[config.mk]
export PLATFORM = sky130hd
export DESIGN_NAME = mul_iterative
export DESIGN_NICKNAME = d
export VERILOG_FILES = /design/src/rtl/rv_pkg.sv /design/src/rtl/mul_operand_prep.sv /design/src/rtl/mul_iterative.sv
export SDC_FILE = /design/constraint.sdc
export NUM_CORES = 1
export LEC_CHECK = 0
export ABC_AREA = 1
export ABC_CLOCK_PERIOD_IN_PS = 2300
export CELL_PAD_IN_SITES_DETAIL_PLACEMENT = 1
export CELL_PAD_IN_SITES_GLOBAL_PLACEMENT = 1
export CORE_MARGIN = 2
export CORE_UTILIZATION = 38
export CTS_CLUSTER_DIAMETER = 100
export DETAILED_ROUTE_END_ITERATION = 7
export GPL_ROUTABILITY_DRIVEN = 0
export PLACE_DENSITY = 0.86
export SYNTH_ARGS = -nofsm -noshare
export SYNTH_HDL_FRONTEND = slang
export SYNTH_SLANG_ARGS = --single-unit
[constraint.sdc]
create_clock -name clk -period 2.3 [get_ports clk]
set_input_delay 0.46 -clock clk [delete_from_list [all_inputs] [get_ports clk]]
set_output_delay 0.46 -clock clk [all_outputs]
set_load 0.01 [all_outputs]
[src/rtl/rv_pkg.sv]
// Shared RV32 execute-stage definitions: ALU op codes, multiplier FSM states,
// and the architectural word width.
package rv_pkg;

   localparam int XLEN = 32;

   localparam logic [4:0] ALU_ADD    = 5'b00000;
   localparam logic [4:0] ALU_SUB    = 5'b00001;
   localparam logic [4:0] ALU_SLL    = 5'b00010;
   localparam logic [4:0] ALU_SLT    = 5'b00011;
   localparam logic [4:0] ALU_SLTU   = 5'b00100;
   localparam logic [4:0] ALU_XOR    = 5'b00101;
   localparam logic [4:0] ALU_SRL    = 5'b00110;
   localparam logic [4:0] ALU_SRA    = 5'b00111;
   localparam logic [4:0] ALU_OR     = 5'b01000;
   localparam logic [4:0] ALU_AND    = 5'b01001;
   localparam logic [4:0] ALU_LUI    = 5'b01010;
   localparam logic [4:0] ALU_MUL    = 5'b01011;
   localparam logic [4:0] ALU_MULH   = 5'b01100;
   localparam logic [4:0] ALU_MULHSU = 5'b01101;
   localparam logic [4:0] ALU_MULHU  = 5'b01110;
   localparam logic [4:0] ALU_DIV    = 5'b01111;
   localparam logic [4:0] ALU_DIVU   = 5'b10000;
   localparam logic [4:0] ALU_REM    = 5'b10001;
   localparam logic [4:0] ALU_REMU   = 5'b10010;

   typedef enum logic [1:0] {
      IDLE = 2'd0,
      CALC = 2'd1,
      FIX  = 2'd2,
      DONE = 2'd3
   } mul_state_e;

   function automatic logic is_mul_op(input logic [4:0] op);
      return (op == ALU_MUL) || (op == ALU_MULH) ||
             (op == ALU_MULHSU) || (op == ALU_MULHU);
   endfunction

endpackage

[src/rtl/mul_operand_prep.sv]
// Converts raw operands to magnitudes according to the signedness of the
// multiply op, and reports whether the final product must be negated.
module mul_operand_prep
   import rv_pkg::*;
#(
   parameter int XLEN = 32
) (
   input  logic [4:0]      i_op,
   input  logic [XLEN-1:0] i_a,
   input  logic [XLEN-1:0] i_b,
   output logic [XLEN-1:0] o_mag_a,
   output logic [XLEN-1:0] o_mag_b,
   output logic            o_neg_sign
);

   logic w_sign_a;
   logic w_sign_b;

   // MUL's low word is sign-agnostic, so it shares the unsigned path.
   assign w_sign_a = ((i_op == ALU_MULH) || (i_op == ALU_MULHSU)) && i_a[XLEN-1];
   assign w_sign_b = (i_op == ALU_MULH) && i_b[XLEN-1];

   assign o_mag_a    = w_sign_a ? (~i_a + 1'b1) : i_a;
   assign o_mag_b    = w_sign_b ? (~i_b + 1'b1) : i_b;
   assign o_neg_sign = w_sign_a ^ w_sign_b;

endmodule

[src/rtl/mul_iterative.sv]
// Iterative shift-add multiplier for MUL/MULH/MULHSU/MULHU; stalls EX for a
// fixed 34 cycles and presents the selected product word with a one-cycle flagM.
//
// state | meaning
// IDLE  | waiting for an accepted multiply; operands latched on accept
// CALC  | one shift-add step per cycle, XLEN steps total
// FIX   | apply sign correction and select the result word
// DONE  | flagM high for one cycle; pipeline released
module mul_iterative
   import rv_pkg::*;
#(
   parameter int XLEN  = 32,
   parameter int CNT_W = 5
) (
   input  logic            clk,
   input  logic            rst_n,
   input  logic            mul_use,
   input  logic [4:0]      alu_opE,
   input  logic [XLEN-1:0] SrcAE,
   input  logic [XLEN-1:0] SrcBE,
   input  logic            flush,
   output logic            busy,
   output logic            flagM,
   output logic [XLEN-1:0] result_m
);

   mul_state_e          r_state;
   mul_state_e          w_next_state;
   logic [CNT_W-1:0]    r_count;
   logic [2*XLEN-1:0]   r_acc;
   logic [XLEN-1:0]     r_mcand;
   logic                r_neg;
   logic [4:0]          r_op;
   logic                r_flag;
   logic [XLEN-1:0]     r_result;

   logic                w_accept;
   logic [XLEN-1:0]     w_mag_a;
   logic [XLEN-1:0]     w_mag_b;
   logic                w_neg;
   logic [XLEN:0]       w_sum;
   logic [2*XLEN-1:0]   w_acc_step;
   logic [2*XLEN-1:0]   w_prod;
   logic [XLEN-1:0]     w_fix_word;

   mul_operand_prep #(.XLEN(XLEN)) u_prep (
      .i_op       (alu_opE),
      .i_a        (SrcAE),
      .i_b        (SrcBE),
      .o_mag_a    (w_mag_a),
      .o_mag_b    (w_mag_b),
      .o_neg_sign (w_neg)
   );

   assign w_accept = (r_state == IDLE) && mul_use && is_mul_op(alu_opE) && !flush;

   // Multiplier sits in the low half; the carry of each add shifts into the top bit.
   assign w_sum      = {1'b0, r_acc[2*XLEN-1:XLEN]} + (r_acc[0] ? {1'b0, r_mcand} : '0);
   assign w_acc_step = {w_sum, r_acc[XLEN-1:1]};
   assign w_prod     = r_neg ? (~r_acc + 1'b1) : r_acc;
   assign w_fix_word = (r_op == ALU_MUL) ? w_prod[XLEN-1:0] : w_prod[2*XLEN-1:XLEN];

   always_comb begin
      w_next_state = r_state;
      unique case (r_state)
         IDLE: if (w_accept) w_next_state = CALC;
         CALC: begin
            if (flush)                                w_next_state = IDLE;
            else if (r_count == CNT_W'(XLEN - 1))     w_next_state = FIX;
         end
         FIX:  w_next_state = flush ? IDLE : DONE;
         DONE: w_next_state = IDLE;
         default: w_next_state = IDLE;
      endcase
   end

   always_ff @(posedge clk or negedge rst_n) begin
      if (!rst_n) begin
         r_state  <= IDLE;
         r_count  <= '0;
         r_acc    <= '0;
         r_mcand  <= '0;
         r_neg    <= 1'b0;
         r_op     <= '0;
         r_flag   <= 1'b0;
         r_result <= '0;
      end else begin
         r_state <= w_next_state;
         r_flag  <= 1'b0;
         unique case (r_state)
            IDLE: begin
               if (w_accept) begin
                  r_mcand <= w_mag_a;
                  r_acc   <= {{XLEN{1'b0}}, w_mag_b};
                  r_neg   <= w_neg;
                  r_op    <= alu_opE;
                  r_count <= '0;
               end
            end
            CALC: begin
               if (!flush) begin
                  r_acc   <= w_acc_step;
                  r_count <= r_count + CNT_W'(1);
               end
            end
            FIX: begin
               if (!flush) begin
                  r_result <= w_fix_word;
                  r_flag   <= 1'b1;
               end
            end
            default: ;
         endcase
      end
   end

   assign busy     = ((r_state == IDLE) && w_accept) || (r_state == CALC) || (r_state == FIX);
   assign flagM    = r_flag;
   assign result_m = r_result;

endmodule

==> results of run 1 <==
## kinds of logic (layout without fill, tap and decap cells)
| family | Yosys count | count (layout) |
|---|---|---|
| adders and majority gates | 38 | 38 |
| and+or+nand+nor | 1171 | 1171 |
| AOI/OAI and AO/OA | 304 | 304 |
| xor gates and xnor gates | 39 | 39 |
| DFF | 142 | 142 |
| buffers and inverters | 299 | 538 |
## flip-flops by register name, summed over array words and instances (netlist names)
name,cells
r_acc,64
r_mcand,32
result_m,32
r_count,5
r_op,5
r_state,2
flagM,1
r_neg,1
## metrics by stage
step	power (W)	area [µm²]	hold slack, ps	worst slack (ps)
after floorplan	0.0107	12300	164	79.3
after global placement	0.0144	14600	346	-211
after detailed placement	0.0150	14600	352	-336
after CTS	0.0187	15600	449	-11.6
after global routing	0.0229	16900	453	-369
final	0.0221	16900	432	-326
## per-layer routing
layer | up-vias | share of wire
met5 | - | 0.00020
met4 | 2 | 0.092
met3 | 500 | 0.092
met2 | 1162 | 0.46
met1 | 7921 | 0.36
li1 | 6858 | -
## cell type report
| class | instances | area share |
|---|---|---|
| clock buffers | 17 | 0.0252 |
| clock inverters | 15 | 0.0111 |
| inverters | 242 | 0.0542 |
| multi-input cells | 1552 | 0.520 |
| flip-flops and latches | 142 | 0.211 |
| well taps | 402 | 0.0298 |
| repair buffers | 264 | 0.149 |
## worst register-to-register path: cells and delay by family, from the launching register on
kind                       cells  cell delay (ps)
DFF                            1              500
AOI/OAI and AO/OA              4              900
and+or+nand+nor                4              430
adders and majority gates      1              280
buffers and inverters          3              400
## power breakdown
part	switching (W)	total, W	leakage [nW]	internal, W
registers	0.00150	0.00511	1.76	0.00360
logic	0.00874	0.0139	6.09	0.00517
clock network	0.00144	0.00310	0.302	0.00166
total	0.0117	0.0221	8.15	0.0104
## worst max path at each step
stage,start,to,slack (ps),cells after the start
after detailed placement,alu_opE[2],r_acc[6],-340,14
after global placement,flush,r_acc[14],-210,13
after floorplan,r_acc[0],r_acc[59],80,17
after global routing,r_acc[0],r_acc[60],-370,14
final,r_acc[0],r_acc[58],-330,12
after CTS,r_acc[0],result_m[30],-10,13
## repair_timing
action	CTS	global route
endpoints found under the hold margin	24	0
gates resized for setup	69	238
endpoints found under the setup margin	31	49
hold buffers	1	0
buffers inserted	1	30
pin swaps	9	63
cloned	0	2
## cell usage in the layout (no fill, tap or decap), types with 8 or more instances in the layout
cell type and n:
dfrtp_1 140, nor2_2 22, nand3_1 186, nor3_1 12, nor2_1 219, inv_1 215, a21boi_1 12, or2_2 21
nand2_4 24, nand3_2 11, clkdlybuf4s50_1 104, xor2_1 26, nand2_1 552, o22ai_1 17, o21ai_1 27, ha_4 27
a21oi_2 16, nand2_2 47, nor2_4 26, a21oi_4 8, a21oi_1 80, buf_12 17, nand4_1 19, o21ai_0 89
buf_4 134, clkbuf_16 19, xnor2_1 10, o21ai_2 9, nor3_2 8, inv_2 23
==> metrics.cfg, run 1 <==
[status]
outcome=finished, violations left
violations=setup timing

[routing]
viasPerCell=6.24
drc=0
vias=16400
ant_nets=0
wl_per_cell_um=24.9
drt_iter0_markers=1918
drtPass1Iterations=6
wirelength_mm=65.5

[yosys]
yosysMostFrequentCell=nand2_1
synth_top_area_share=0.290
syn_area_per_cell_um2=6.16
synthesis.area_um2=12300
synth_edf_count=0
yosys.area.top_type=dfrtp_1
ys_async_sr_fraction=1.00
synth_area_leaders=dfrtp_1, nand2_1, nand3_1
synth_common_cells=nand2_1, nor2_1, inv_1
synth_cells=1993
synth.area.mux_share=0
synth_ff_type=dfrtp_1
synth_compound_area_frac=0.140
syn_nets=2104
ys_ff_latch=142
yosysSeqAreaShare=0.290
yosysWarningCount=0
synth_xor_area_frac=0.0278
synthSimpleGateAreaFrac=0.407
synth_top_family_by_area=simple AND/OR/NAND/NOR gates
synthAdderAreaFrac=0.0394
synth_cell_types=52

[placed_design]
portBuffers=106
dp_cells=2568
place_hpwl_mm=37.7

[sta]
fin_tns_setup_ps=-6380
hold_viol=0
fin_ws_ps=-326
setup_viol_count_final=42
period_share=1.14
fmax_ghz=0.381
tightest_slew_ps=631
clock_skew_ps=22.0
period_needed_ps=2630
final_max_slew_viol_count=0
rsz0062_at_grt=yes
relSlewSlack=0.575

[setup_path]
worstSetupPathType=reg2reg
critPathBufInv=3
cp_max_fo=15
arrival_ps=2960
start_kind=flop
r2r-start=r_acc[0]
crit_path_cell_trace=buf_12 > buf_12 > nand2_1 > inv_2 > ha_4 > a21oi_1 > o21ai_1 > a21o_1 > a21oi_1 > nand3_1 > nand3_1 > nand2_1
rrSetupSlack_ps=-330
critical-path-top-delay-family=compound AO/OA/AOI/OAI gates
r2r-end=r_acc[58]
cp.required_ps=2630
cp_slowest_stage_delay_ps=500
worstRegToRegCells=12
setup.worst_path.end_class=flop
cp_slowest_cell=dfrtp_2

[layout]
seq_area_um2=3560
antenna_cells=0
multi_input_area_um2=8770
nNetsFinal=2330
drive_gt1_frac=0.209
final-instance-count-excl-fill=2634
fill_cells=4126
final_util=0.532
synthToLayoutAreaGrowth_pct=37.4

[global_route]
use_met2=0.542
grt_start_max_net_pins=82
grt_overflow=0
grt_util_met1=0.384
use_met3=0.0517
antenna_found_initial=1
track_usage=0.315
grt_pass1_vias=15800
grt_pass1_wl_mm=84.1
busiest_layer=met2

[floorplanning]
num_rows=65
core_um2=31700
die_y_um=184
fp.dieW_um=184
io-pin-count=107
dieArea_um2=33700
initial_core_util=0.387

[pwr]
peakVddDrop_mv=0.797
powerDensity_nw_per_um2=1310
p_leak_nw=8.15

[clock_tree]
htreeDepth=4
clock_latency_ps=470
clock_path_buffers=2
tritoncts=yes
clk_pin_slew_ps=80
ctsRootBufferMaster=clkbuf_16
cts_sinks=142
cts_made_buffers=17

[hold_path]
hp-class=in2async

[flow_run]
drv_cap=0

Power figures use the tool's default switching activity.
==> run 2, diff against run 1 <==
- CORE_MARGIN: 2 -> default
- MAX_ROUTING_LAYER: default -> met4
- SETUP_SLACK_MARGIN: default -> 0.02
==> metrics.cfg, run 2 (same netlist as run 1, synthesis figures left out) <==
[sta]
fin_ws_ps=-518  ; -192 ps
final_max_slew_viol_count=0  ; unchanged
relSlewSlack=0.617  ; +0.0421
rsz0062_at_grt=yes
clock_skew_ps=21.2  ; -0.846 ps
period_share=1.23  ; +0.0834
period_needed_ps=2820  ; +192 ps
setup_viol_count_final=52  ; +24%
fin_tns_setup_ps=-9800  ; -3420 ps
hold_viol=0  ; unchanged
tightest_slew_ps=574  ; -56.5 ps
fmax_ghz=0.355  ; -6.8%

[clock_tree]
clock_latency_ps=500  ; +30 ps
cts_sinks=142  ; unchanged
ctsRootBufferMaster=clkbuf_16
clk_pin_slew_ps=80  ; about the same
htreeDepth=4  ; unchanged
clock_path_buffers=2  ; unchanged
tritoncts=yes
cts_made_buffers=17  ; unchanged

[routing]
viasPerCell=6.48  ; +3.8%
drc=0  ; unchanged
wirelength_mm=73.6  ; +12%
wl_per_cell_um=27.6  ; +11%
drt_iter0_markers=1947  ; +1.5%
drtPass1Iterations=6  ; unchanged
vias=17300  ; +4.9%
ant_nets=0  ; unchanged

[setup_path]
worstRegToRegCells=14  ; +2
r2r-end=r_acc[55]
cp_slowest_stage_delay_ps=450  ; -50 ps
critPathBufInv=4  ; +1
crit_path_cell_trace=buf_12 > buf_12 > nand2_1 > inv_1 > ha_4 > nand2_2 > nor2_2 > inv_1 > nor2_1 > nand2_2 > nand2_1 > nand2_1 > nand3_1 > nand2_1
critPathMostFrequentCell=nand2_1
r2r-start=r_acc[0]
start_kind=flop
cp_slowest_cell=dfrtp_2
worstSetupPathType=reg2reg
arrival_ps=3190  ; +230 ps
setup.worst_path.end_class=flop
cp.required_ps=2680  ; +50 ps
critical-path-top-delay-family=simple AND/OR/NAND/NOR gates
cp_max_fo=18  ; +3
rrSetupSlack_ps=-520  ; -190 ps

[floorplanning]
dieArea_um2=33000  ; -2.2%
io-pin-count=107  ; unchanged
core_um2=31600  ; -0.26%
num_rows=65  ; unchanged
initial_core_util=0.388  ; +0.000995
fp.dieW_um=182  ; -1.1%
die_y_um=182  ; -1.1%

[layout]
regMostFlops=r_acc
layout_common_cells=nand2_1, nor2_1, inv_1
largest_reg_flops=64  ; unchanged
final_common_cell=nand2_1
nNetsFinal=2356  ; +1.1%
design_area_um2=17500  ; +3.5%
fill_cells=4011  ; -2.8%
drive_gt1_frac=0.256  ; +0.0476
synthToLayoutAreaGrowth_pct=42.3

[global_route]
antenna_found_initial=4  ; +3
track_usage=0.372  ; +0.0566
grt_start_max_net_pins=82  ; unchanged
grt_pass1_wl_mm=92.8  ; +10%
grt_pass1_vias=16700  ; +5.4%
grt_overflow=0  ; unchanged

[placed_design]
placed_area_um2=14800  ; +0.82%
place_worst_setup_slack_ps=-340  ; -4.16 ps
place_hpwl_mm=37.5  ; -0.61%
portBuffers=106  ; unchanged

[pwr]
p_leak_nw=8.54  ; +4.7%
finalPower_w=0.0231  ; +4.4%
powerDensity_nw_per_um2=1320  ; +0.86%
peakVddDrop_mv=0.669  ; -16%

[status]
outcome=finished, violations left
violations=setup timing

[hold_path]
hp-class=in2async

[flow_run]
drv_cap=0  ; unchanged

-- run 2: changes by cell type in the layout (fill, tap and decap cells not counted), sizes merged --
cell      change
buf          +27
clkinv        +3
diode         +3
bufinv        -1
clkbuf        -1
clkinvlp      -1
inv           -1
-- run 2: per-layer routing --
layer | vias up | GRT usage | part of all wire
met5 | - | - | 0
met4 | 0 | 0.237 | 0.099
met3 | 653 | 0.0736 | 0.11
met2 | 1465 | 0.612 | 0.45
met1 | 8209 | 0.414 | 0.34
li1 | 6924 | - | -
-- run 2: through the flow --
step | utilization | hold slack [ps] | std cells
after global routing | 0.552 | 512 | 2663
after floorplan | - | 164 | 1993
after detailed placement | 0.467 | 426 | 2584
after CTS | 0.520 | 484 | 2635
after global placement | 0.467 | 420 | 2584
final | 0.552 | 475 | 2663
-- run 2: what timing repair did --
action,in CTS,in global routing
endpoints found under the setup margin,38,81
hold buffers,1,0
pin swaps,48,78
setup buffers,17,26
hold endpoints to repair,42,0
cloned,1,0
resized for setup,215,217
-- run 2: layout make-up --
cell class              instances  area, µm²  share of cell area
diodes                          3       7.51            0.000430
clock buffers                  17        425              0.0244
clock inverters                15        163             0.00932
inverters                     242        917              0.0525
multi-input cells            1552       9170               0.525
flip-flops and latches        142       3560               0.204
well taps                     402        503              0.0288
repair buffers                290       2720               0.156
-- run 2: how the worst max path moves through the flow --
stage | from | endpoint | slack [ps] | cells after the start
6_report | r_acc[0] | r_acc[55] | -520 | 14
5_1_grt | r_acc[0] | r_acc[61] | -550 | 16
4_1_cts | r_acc[0] | r_acc[49] | -20 | 15
3_5_place_dp | flush | r_acc[7] | -340 | 13
3_3_place_gp | flush | r_acc[14] | -240 | 13
2_1_floorplan | r_acc[0] | r_acc[59] | 80 | 17
-- run 2: power breakdown --
part	switching (W)	leakage, nW	internal [W]	total (W)
logic	0.00949	6.48	0.00538	0.0149
clock network	0.00152	0.294	0.00154	0.00307
registers	0.00156	1.76	0.00360	0.00516
total	0.0126	8.54	0.0105	0.0231
